==> config.mk <==
export PLATFORM = sky130hd
export DESIGN_NAME = fft8_stream_adapter
export DESIGN_NICKNAME = d
export VERILOG_FILES = /design/src/rtl/fft8_stream_adapter.sv
export SDC_FILE = /design/constraint.sdc
export NUM_CORES = 1
export LEC_CHECK = 0
export ABC_CLOCK_PERIOD_IN_PS = 6200
export CORE_MARGIN = 1.5
export CORE_UTILIZATION = 25
export CTS_CLUSTER_DIAMETER = 60
export DETAILED_ROUTE_END_ITERATION = 12
export HOLD_SLACK_MARGIN = 0.05
export PLACE_DENSITY = 0.46
export REMOVE_ABC_BUFFERS = 1
export SYNTH_ARGS = -nofsm -noshare
export SYNTH_HDL_FRONTEND = slang
export SYNTH_SLANG_ARGS = --single-unit
==> constraint.sdc <==
create_clock -name clk -period 6.2 [get_ports clk]
set_input_delay 1.55 -clock clk [delete_from_list [all_inputs] [get_ports clk]]
set_output_delay 1.55 -clock clk [all_outputs]
set_load 0.005 [all_outputs]
==> src/rtl/fft8_stream_adapter.sv <==
// Serial-to-parallel front end and parallel-to-serial back end around the 8-point FFT core.
// Latency: slot-7 accept to first bin is FFT_LAT+2 edges from IDLE; bins leave in natural order.
// Backpressure: s_ready drops while a full frame waits for capture; m_* hold while m_ready is low.
module fft8_stream_adapter #(
  parameter int FFT_LAT = 2,
  parameter int W       = 16
) (
  input  logic            clk,
  input  logic            reset,
  input  logic            s_valid,
  output logic            s_ready,
  input  logic [W-1:0]    s_re,
  input  logic [W-1:0]    s_im,
  input  logic            s_mode,
  output logic            m_valid,
  input  logic            m_ready,
  output logic [W-1:0]    m_re,
  output logic [W-1:0]    m_im,
  output logic [2:0]      m_idx,
  output logic            m_last,
  output logic [16*W-1:0] fft_x,
  output logic            fft_mode,
  input  logic [16*W-1:0] fft_y,
  output logic [15:0]     frame_cnt
);

  typedef struct packed {
    logic [W-1:0] im;
    logic [W-1:0] re;
  } cplx_t;

  typedef enum logic [1:0] {
    IDLE  = 2'd0,
    WAIT  = 2'd1,
    DRAIN = 2'd2
  } state_t;

  localparam int LW = (FFT_LAT < 1) ? 1 : $clog2(FFT_LAT + 1);

  state_t        state;
  state_t        state_nxt;
  cplx_t [7:0]   ibuf;
  cplx_t [7:0]   obuf;
  logic [2:0]    in_cnt;
  logic [2:0]    out_idx;
  logic          in_full;
  logic          in_mode;
  logic [LW-1:0] lat_cnt;
  logic          s_hs;
  logic          load_wait;
  logic          capture;
  logic          drain_hs;

  assign s_ready = !in_full;
  assign s_hs    = s_valid && !in_full;
  // The input buffer feeds the core directly; it is frozen while in_full is set.
  assign fft_x   = ibuf;

  always_ff @(posedge clk or negedge reset) begin
    if (!reset) begin
      ibuf    <= '0;
      in_cnt  <= 3'd0;
      in_full <= 1'b0;
      in_mode <= 1'b0;
    end else begin
      if (s_hs) begin
        ibuf[in_cnt].re <= s_re;
        ibuf[in_cnt].im <= s_im;
        in_cnt          <= in_cnt + 3'd1;
        if (in_cnt == 3'd0) begin
          in_mode <= s_mode;
        end
        if (in_cnt == 3'd7) begin
          in_full <= 1'b1;
        end
      end else if (capture) begin
        in_full <= 1'b0;
      end
    end
  end

  always_ff @(posedge clk or negedge reset) begin
    if (!reset) begin
      state <= IDLE;
    end else begin
      state <= state_nxt;
    end
  end

  always_comb begin
    state_nxt = state;
    load_wait = 1'b0;
    capture   = 1'b0;
    drain_hs  = 1'b0;
    m_valid   = 1'b0;
    m_re      = '0;
    m_im      = '0;
    m_idx     = 3'd0;
    m_last    = 1'b0;
    case (state)
      IDLE: begin
        if (in_full) begin
          state_nxt = WAIT;
          load_wait = 1'b1;
        end
      end
      WAIT: begin
        if (lat_cnt == '0) begin
          capture   = 1'b1;
          state_nxt = DRAIN;
        end
      end
      DRAIN: begin
        m_valid  = 1'b1;
        m_re     = obuf[out_idx].re;
        m_im     = obuf[out_idx].im;
        m_idx    = out_idx;
        m_last   = (out_idx == 3'd7);
        drain_hs = m_ready;
        // in_full here is the pre-edge value, so a frame completing on this same edge waits in IDLE.
        if (m_ready && (out_idx == 3'd7)) begin
          if (in_full) begin
            state_nxt = WAIT;
            load_wait = 1'b1;
          end else begin
            state_nxt = IDLE;
          end
        end
      end
      default: begin
        state_nxt = IDLE;
      end
    endcase
  end

  always_ff @(posedge clk or negedge reset) begin
    if (!reset) begin
      fft_mode  <= 1'b0;
      lat_cnt   <= '0;
      obuf      <= '0;
      out_idx   <= 3'd0;
      frame_cnt <= 16'd0;
    end else begin
      // fft_mode only moves on WAIT entry so the core sees one mode for the whole frame.
      if (load_wait) begin
        fft_mode <= in_mode;
        lat_cnt  <= LW'(FFT_LAT);
      end else if ((state == WAIT) && (lat_cnt != '0)) begin
        lat_cnt <= lat_cnt - LW'(1);
      end
      if (capture) begin
        obuf    <= fft_y;
        out_idx <= 3'd0;
      end else if (drain_hs) begin
        if (out_idx == 3'd7) begin
          frame_cnt <= frame_cnt + 16'd1;
        end else begin
          out_idx <= out_idx + 3'd1;
        end
      end
    end
  end

endmodule

==> flow_summary.toml <==
[grt]
antenna_found_initial = 16
grt_start_max_net_pins = 235
grt_overflow = 0
grt_usage = 0.1682
grt_pass1_wl_mm = 119.0
grt_pass1_vias = 18030

[clock_network]
cts_resized = 0
post-cts-setup-buffers = 0
cts_tree = "built"
cts_root_buf = "clkbuf_16"
cts_hold_buf = 0
cts_buffers = 70
htreeDepth = 3
clk_pin_slew_worst_paths_ns = 0.06
insertion_delay_ns = 0.62
clock_sinks = 541
cts.path.max_buffers = 3

[worst_setup_path]
endpoint_kind = "output pin"
required_ns = 4.65
cp.arrival_ns = 3.28
cp_max_fo = 29
r2r_slack_ns = 3.55
start_kind = "flop"
criticalPathCategory = "reg -> out"

[synth]
synth_top_flop_cell = "dfrtp_1"
yosys_warnings = 0
synth_area_leader_cell = "dfrtp_1"
synth_most_common_cell = "nand2_1"
synthTopCellsByCount = "nand2_1, dfrtp_1, mux2_2"
synth_top_family_by_area = "multiplexers"
synth_area_leaders = "dfrtp_1, nand2_1, mux2_2, mux2_4, mux4_2"
syn_avg_cell_area_um2 = 11.57
synth_fa_ha_area_frac = 0.003837
synth_compound_area_frac = 0.02571
syn_inst = 1973
ys_seq_area_frac = 0.5930
muxShareOfSynthArea = 0.2004
synth-seq-cells = 541
synth_top_area_share = 0.5930
synth_simple_gate_area_frac = 0.1426
async_flop_share = 1.000
syn_area_mm2 = 0.02283
synth_edf_count = 0
synth_xor_area_frac = 0.006906
synthDistinctLibCells = 38

[placed_design]
port_buffers = 603
gp_congestion = 0.7977
hpwl_mm = 54.79

[sta]
worst_slew_pin_slew_ns = 1.160
setup-tns-final_ns = 0
hold_viol = 0
relSlewSlack = 0.2266
rsz0062_at_grt = "no"
timing.final.max_slew_violations = 0
setup_violations = 0
layout_min_cycle_time_ns = 4.826
fmax_mhz = 207.2
finalCritPeriodShare = 0.7783
skew_ns = 0.02754

[pwr]
vdd_ir_drop_max_mv = 0.2462
p_total_mw = 16.96
p_leak_nw = 14.56
power_density_mw_per_mm2 = 520.3

[route]
vias = 16586
dr.pass1.iters = 5
via_per_inst = 4.367
post-route-drc-count = 0
first_iter_violations = 827
wl_per_cell_um = 20.77
ant_nets = 0
wirelength_mm = 78.90

[floorplanning]
die_x_um = 305.2
rows = 110
die_area_mm2 = 0.09313
initial_core_util = 0.2528
ios = 604
die_h_um = 305.2
coreArea_mm2 = 0.09029

[finish]
finalNetCount = 2854
syn_to_final_growth_pct = 42.78
drive_above_1_share = 0.1776

[worst_hold_path]
hold_path.class = "reg -> reg"

[outcome]
status = "finished clean"

[run]
cap_violations = 0
==> per-layer routing <==
layer,global-route usage,part of all wire
met5,0,0.00029
met4,0.06549,0.035
met3,0.03938,0.048
met2,0.2981,0.52
met1,0.1959,0.40
==> state kept, by name, summed over array words and instances (netlist names) <==
signal	cells
fft_x	256
lat_cnt	2
state	2
in_mode	1
out_idx	3
in_cnt	3
in_full	1
fft_mode	1
obuf	256
frame_cnt	16
==> cell families after synthesis <==
family	Yosys count
AOI/OAI and AO/OA	100
xor gates and xnor gates	18
adders and majority gates	7
buffers and inverters	121
DFF	541
muxes	358
and+or+nand+nor	828
==> per-stage QoR <==
| step | area, um2 | instances | util | hold slack, ns | setup slack (ns) |
|---|---|---|---|---|---|
| global route | 32590 | 3797 | 0.3610 | 0.4853 | 1.170 |
| detailed placement | 30010 | 3658 | 0.3323 | 0.4594 | 1.798 |
| floorplan | 22220 | 1858 | - | 0.4401 | 0.5406 |
| CTS | 32560 | 3783 | 0.3606 | 0.4744 | 1.268 |
| global placement | 30010 | 3658 | 0.3323 | 0.4518 | 1.839 |
| finish | 32600 | 3798 | 0.3610 | 0.4695 | 1.374 |
==> cell type report <==
type	count	area (um2)
antenna	15	37.54
clock buffer	97	1983
clock inverter	28	568.0
fill	9025	57690
inverter	6	22.52
multi-input combinational	1311	8682
sequential	541	13540
tap	1176	1471
timing repair buffer	624	6286
==> placed cells by master (no fill, tap or decap), types with 3 or more instances in the layout <==
cell / Yosys / routed
nand2_1: 782 / 782
clkdlybuf4s50_1: 0 / 602
dfrtp_1: 541 / 538
mux2_2: 220 / 220
clkbuf_16: 0 / 70
mux2_4: 60 / 60
mux2i_1: 34 / 34
o21ai_0: 34 / 34
mux4_2: 32 / 32
a21oi_1: 32 / 32
o21a_1: 32 / 32
diode_2: 0 / 15
xnor2_1: 15 / 15
clkbuf_1: 49 / 14
buf_4: 8 / 14
clkbuf_8: 0 / 13
mux2_1: 12 / 12
nand3_1: 10 / 10
bufinv_16: 0 / 10
ha_1: 7 / 7
buf_12: 0 / 7
and2_1: 6 / 6
nor2_1: 6 / 6
clkinv_16: 0 / 5
clkinvlp_4: 0 / 5
inv_1: 4 / 4
nand4_1: 4 / 4
clkinv_2: 0 / 4
nor2b_4: 1 / 3
nor3_4: 3 / 3
xor2_1: 3 / 3
==> critical path, stage by stage (launching register included) <==
cell and delay, ns:
dfrtp_2 0.47, buf_4 0.49, nor2b_4 0.42, buf_4 0.44, a21oi_1 0.15, o21a_1 0.18, clkdlybuf4s50_1 0.45
==> worst paths after layout <==
check	from	to	cells past startpoint
hold reg to reg	obuf[131]	obuf[131]	2
setup reg to reg	in_full	fft_x[59]	5
min in group asynchronous	reset	fft_x[164]	1
setup / recovery	out_idx[0]	m_re[7]	6
hold / removal	obuf[131]	obuf[131]	2
max in group asynchronous	reset	fft_x[87]	2
==> where the power goes <==
group	switching, mW	internal (mW)	leakage [nW]
registers	0.946	5.24	6.64
clock network	1.70	2.70	1.22
logic	2.78	3.59	6.71
(Power assumes the default switching activity.)
==> patch 1, RTL diff (same flow settings) <==
`W`: 16 -> 14.
--- a/src/rtl/fft8_stream_adapter.sv
+++ b/src/rtl/fft8_stream_adapter.sv
@@ -4,5 +4,5 @@
 module fft8_stream_adapter #(
   parameter int FFT_LAT = 2,
-  parameter int W       = 16
+  parameter int W       = 14
 ) (
   input  logic            clk,
Ports: changed (6 resized); port bits go from 604 to 532. The function was not compared with the original's and may differ.
==> patch 1 against the unedited design <==
  * Non-clock buffer count fell by 75
  * Final area fell by 13%
  * Synthesized area fell by 12%
  * Via count fell by 11%
  * Critical path depth fell by 1
  * Sequential cell count fell by 64
  * Routed wire length fell by 14%
  * Synthesized cell count fell by 9.9%
  * Power fell by 15%
  * Setup slack got worse by 0.10 ns
  * Hold slack improved by 0.00094 ns
==> patch 1: results (changes against the unedited design) <==
[outcome]
outcome = finished, final reports clean

[routing]
postRouteWirelength_um = 67630  ; -14%
wirelength_met1_um = 29190  ; -6.9%
routed-wl-met3_um = 6858  ; +79%
routed-wl-met2_um = 30420  ; -26%
via_per_inst = 4.383  ; +0.37%
initialDrtViolationCount = 687  ; -17%

[worst_setup_path]
critical_path_peak_fanout = 40  ; +38%
reg2reg_depth = 7  ; +2
r2r_end = frame_cnt[9]
timing.critical_path.arrival_ns = 3.38  ; +0.10 ns
cp-endpoint = m_im[6]

[synthesis]
netlist-cell-type-count = 44  ; +16%
synthTopCellsByCount = nand2_1 (688), dfrtp_1 (477), mux2_2 (209), mux2i_1 (86), clkbuf_1 (44)
ys_seq_area_share_pct = 59.35  ; about the same
yosys-top-cells-area = dfrtp_1 (59%), nand2_1 (13%), mux2_2 (12%)
post_synth_fa_ha_maj_area_fraction_pct = 0.4355  ; +0.052 points
synth-compound-area-share_pct = 3.092  ; +0.52 points

[cells_and_area]
fraction_of_layout_instances_using_a_drive_strength_above_1_pct = 15.51  ; -2.3 points
nets = 2549  ; -11%
fillerInstances = 7894  ; -13%

[power_and_ir_drop]
cellLeakagePower_nw = 12.83  ; -12%
int_pwr_w = 0.009813  ; -15%
vdd_drop_max_mv = 0.2397  ; -2.6%

[placement]
dp.final_hpwl_um = 45060  ; -18%
io_port_bufs = 531  ; -12%
gpl.final_weighted_congestion = 0.8203  ; +2.8%

[clock_tree]
clock_buffers_created_by_tritoncts = 58  ; -17%
clockBufferDepth = 3  ; unchanged
cts.htree.levels = 2  ; -1
number_of_gates_resized_after_cts = 0  ; unchanged

[timing]
tightestPinTransition_ns = 1.166  ; +0.006224 ns
skew_ns = 0.03108  ; +0.003547 ns

[global_route]
gr_util_all_layers_pct = 16.18  ; -0.64 points
via_count_of_the_first_global_routing_pass = 16180  ; -10%

[patch 1: cell count changes after synthesis, sizes merged, moves of 36 or more]
| cell | unedited run | this run |
|---|---|---|
| nand2 | 782 | 690 |
| dfrtp | 541 | 477 |
| mux2i | 34 | 86 |
| mux2 | 292 | 256 |
[patch 1: metrics by stage]
step	worst slack [ns]	std cells	instance area (sq um)	total power, W
after floorplan	0.4221	1676	19560	0.008209
after global placement	1.873	3275	26430	0.01094
after detailed placement	1.852	3275	26430	0.01104
after global routing	1.164	3385	28440	0.01544
after CTS	1.158	3384	28440	0.01469
final	1.274	3386	28440	0.01444
[patch 1: how the worst min path moves through the flow]
stage	cells after the start	end	slack [ns]
5_1_grt	2	obuf[217]	0.49
2_1_floorplan	2	obuf[28]	0.44
3_3_place_gp	2	obuf[30]	0.45
6_report	2	obuf[70]	0.47
3_5_place_dp	2	obuf[39]	0.46
4_1_cts	2	obuf[70]	0.47
[patch 1: area by class of cell]
cell class,instances,area share (%)
Tap cell,1050,4.619
Timing Repair Buffer,549,19.40
Clock inverter,20,0.9106
Sequential cell,477,41.98
Multi-Input combinational cell,1193,26.85
Antenna cell,2,0.01760
Clock buffer,89,6.146
Inverter,6,0.07918
[patch 1: critical path: stages, from the launching register on]
cell and delay, ns:
dfrtp_4 0.90, buf_4 0.53, mux2i_1 0.14, a22o_1 0.24
a211oi_1 0.32, clkdlybuf4s50_1 0.58
[patch 1: cells by family after synthesis]
family / Yosys count
compound gates: 88
xor+xnor: 18
fa+ha+maj: 7
buf+inv: 107
flops: 477
mux: 342
simple gates: 738
[patch 1: layer usage]
layer | vias up | GRT usage [%]
li1 | 6891 | -
met1 | 7357 | 20.55
met2 | 502 | 25.53
met3 | 82 | 6.677
met4 | 10 | 3.796
met5 | - | 0
[patch 1: power groups by stage]
stage | clock, W | sequential (W) | combinational (W)
floorplan | 0 | 0.00547 | 0.00274
global placement | 0 | 0.00548 | 0.00546
detailed placement | 0 | 0.00554 | 0.00550
CTS | 0.00364 | 0.00552 | 0.00554
global route | 0.00376 | 0.00570 | 0.00598
finish | 0.00351 | 0.00550 | 0.00542
==> patch 2, RTL diff (same flow settings) <==
Made on the original files. Reset style: synchronous (`reset`), changed in 3 clocked blocks.
--- a/src/rtl/fft8_stream_adapter.sv
+++ b/src/rtl/fft8_stream_adapter.sv
@@ -57,5 +57,5 @@
   assign fft_x   = ibuf;
 
-  always_ff @(posedge clk or negedge reset) begin
+  always_ff @(posedge clk) begin
     if (!reset) begin
       ibuf    <= '0;
@@ -80,5 +80,5 @@
   end
 
-  always_ff @(posedge clk or negedge reset) begin
+  always_ff @(posedge clk) begin
     if (!reset) begin
       state <= IDLE;
@@ -134,5 +134,5 @@
   end
 
-  always_ff @(posedge clk or negedge reset) begin
+  always_ff @(posedge clk) begin
     if (!reset) begin
       fft_mode  <= 1'b0;
Behaviour: differs if reset is asserted again (counterexample within 4 cycles, from zero or initial values and one cycle with reset low); with reset held inactive, the same outputs for 4 cycles.
==> patch 2 against the unedited design <==
  * Sequential cell count is the same
  * Highest routed layer unchanged
  * Clock skew grew 0.0012 ns
  * Synthesized area shrank 7.7%
  * Final area shrank 8.0%
  * Routed wire length shrank 0.14%
  * Setup slack lost 0.078 ns
  * Fmax shrank 1.6%
Power is not compared: it rests on default switching activity, and its combinational part moved more than twofold at a synthesized area within 25%.
==> patch 2: results (changes against the unedited design) <==
[cells_and_area]
footprint_of_the_multi_input_gates_sq_um = 9221  ; +6.2%
area_share_nonclk_buffers_pct = 21.03  ; +1.7 points
non_clock_buffer_count = 631  ; +1.1%
flops_and_latches = 541  ; unchanged
fraction_of_layout_instances_using_a_drive_strength_above_1_pct = 6.811  ; -11 points
n_antenna_cell = 8  ; -7
fillerInstances = 8632  ; -4.4%
layout.comb_gates.multi_input = 1800  ; +37%
clockNetworkAreaShare_pct = 7.363  ; -0.46 points
non_clock_inverter_count = 10  ; +4
nets = 3352  ; +17%

[routing]
initialDrtViolationCount = 896  ; +8.3%
routed-wl-met3_um = 7263  ; +90%
routed-wl-met2_um = 36900  ; -9.9%
postRouteWirelength_um = 78790  ; -0.14%
via_per_inst = 4.612  ; +5.6%
wirelength_met1_um = 32210  ; +2.7%

[global_route]
gr_util_all_layers_pct = 17.70  ; +0.88 points
initial_antenna_violation_count = 30  ; +14
via_count_of_the_first_global_routing_pass = 19210  ; +6.5%
grt_use_met3_pct = 6.316  ; +2.4 points
met1_usage_pct = 21.01  ; +1.4 points
grt_start_max_net_pins = 189  ; -20%
grt_first_pass_wirelength_um = 116400  ; -2.2%
grt_use_met2_pct = 29.63  ; -0.18 points

[synthesis]
netlist-cell-type-count = 44  ; +16%
yosys-top-cells-area = dfxtp_1 (51%), nand2_1 (18%), a21oi_1 (12%)
postSynth.asyncResetShare_pct = 0  ; -100 points
synthFlopType = dfxtp_1
ys_seq_area_share_pct = 51.41  ; -7.9 points

[outcome]
outcome = finished, final reports clean

[timing]
skew_ns = 0.02870  ; +0.001162 ns

[worst_setup_path]
timing.critical_path.arrival_ns = 3.35  ; +0.07 ns
setup.worst_path.start = out_idx[0]
reg2reg_slack_ns = 3.39  ; -0.16 ns
reg2reg_depth = 6  ; +1
r2r-start = out_idx[1]
r2r_end = frame_cnt[11]
critical_path_peak_fanout = 46  ; +59%

[placement]
dp.final_hpwl_um = 53070  ; -3.1%
gpl.final_weighted_congestion = 0.8097  ; +1.5%

[min_path]
hold_path.startpoint = obuf[93]
worstHoldEndpoint = obuf[93]

[clock_tree]
clock_buffers_created_by_tritoncts = 68  ; -2.9%

-- patch 2: through the flow --
| stage | setup WS [ns] | cells | hold slack, ns | utilization [%] | area [sq um] |
|---|---|---|---|---|---|
| finish | 1.297 | 4186 | 0.4497 | 35.90 | 29990 |
| global route | 1.039 | 4180 | 0.4664 | 35.88 | 29980 |
| CTS | 1.149 | 4178 | 0.4512 | 35.87 | 29970 |
| detailed placement | 1.830 | 4062 | 0.4431 | 33.23 | 27770 |
| global placement | 1.832 | 4062 | 0.4402 | 33.23 | 27770 |
| floorplan | 0.04088 | 2351 | 0.4331 | - | 20040 |
-- patch 2: kinds of logic after synthesis --
logic type                 synth area share [%]
buffers and inverters                     5.066
xor gates and xnor gates                 0.4574
AOI/OAI and AO/OA                         12.76
muxes                                     8.600
adders and majority gates                0.4157
and+or+nand+nor                           21.29
DFF                                       51.41
-- patch 2: power groups by stage --
stage	clock network (W)	registers (W)	logic, W
2_1_floorplan	0	0.00361	0.000110
3_3_place_gp	0	0.00361	0.000487
3_5_place_dp	0	0.00361	0.000489
4_1_cts	0.00403	0.00353	0.000491
5_1_grt	0.00417	0.00354	0.000518
6_report	0.00391	0.00353	0.000483
-- patch 2: worst max-delay path: stages, from the launching register on --
cell and delay [ns]:
dfxtp_4 0.98, buf_4 0.41, mux4_2 0.54, mux2i_1 0.16, nor2_1 0.06, clkdlybuf4s50_1 0.55
-- patch 2: how the worst max path moves through the flow --
| stage | to | cells after the start | slack, ns |
|---|---|---|---|
| CTS | m_re[8] | 5 | 1.15 |
| detailed placement | m_re[8] | 5 | 1.83 |
| floorplan | lat_cnt[0] | 2 | 0.04 |
| finish | m_re[8] | 5 | 1.30 |
| global placement | m_re[8] | 5 | 1.83 |
| global route | m_re[8] | 5 | 1.04 |
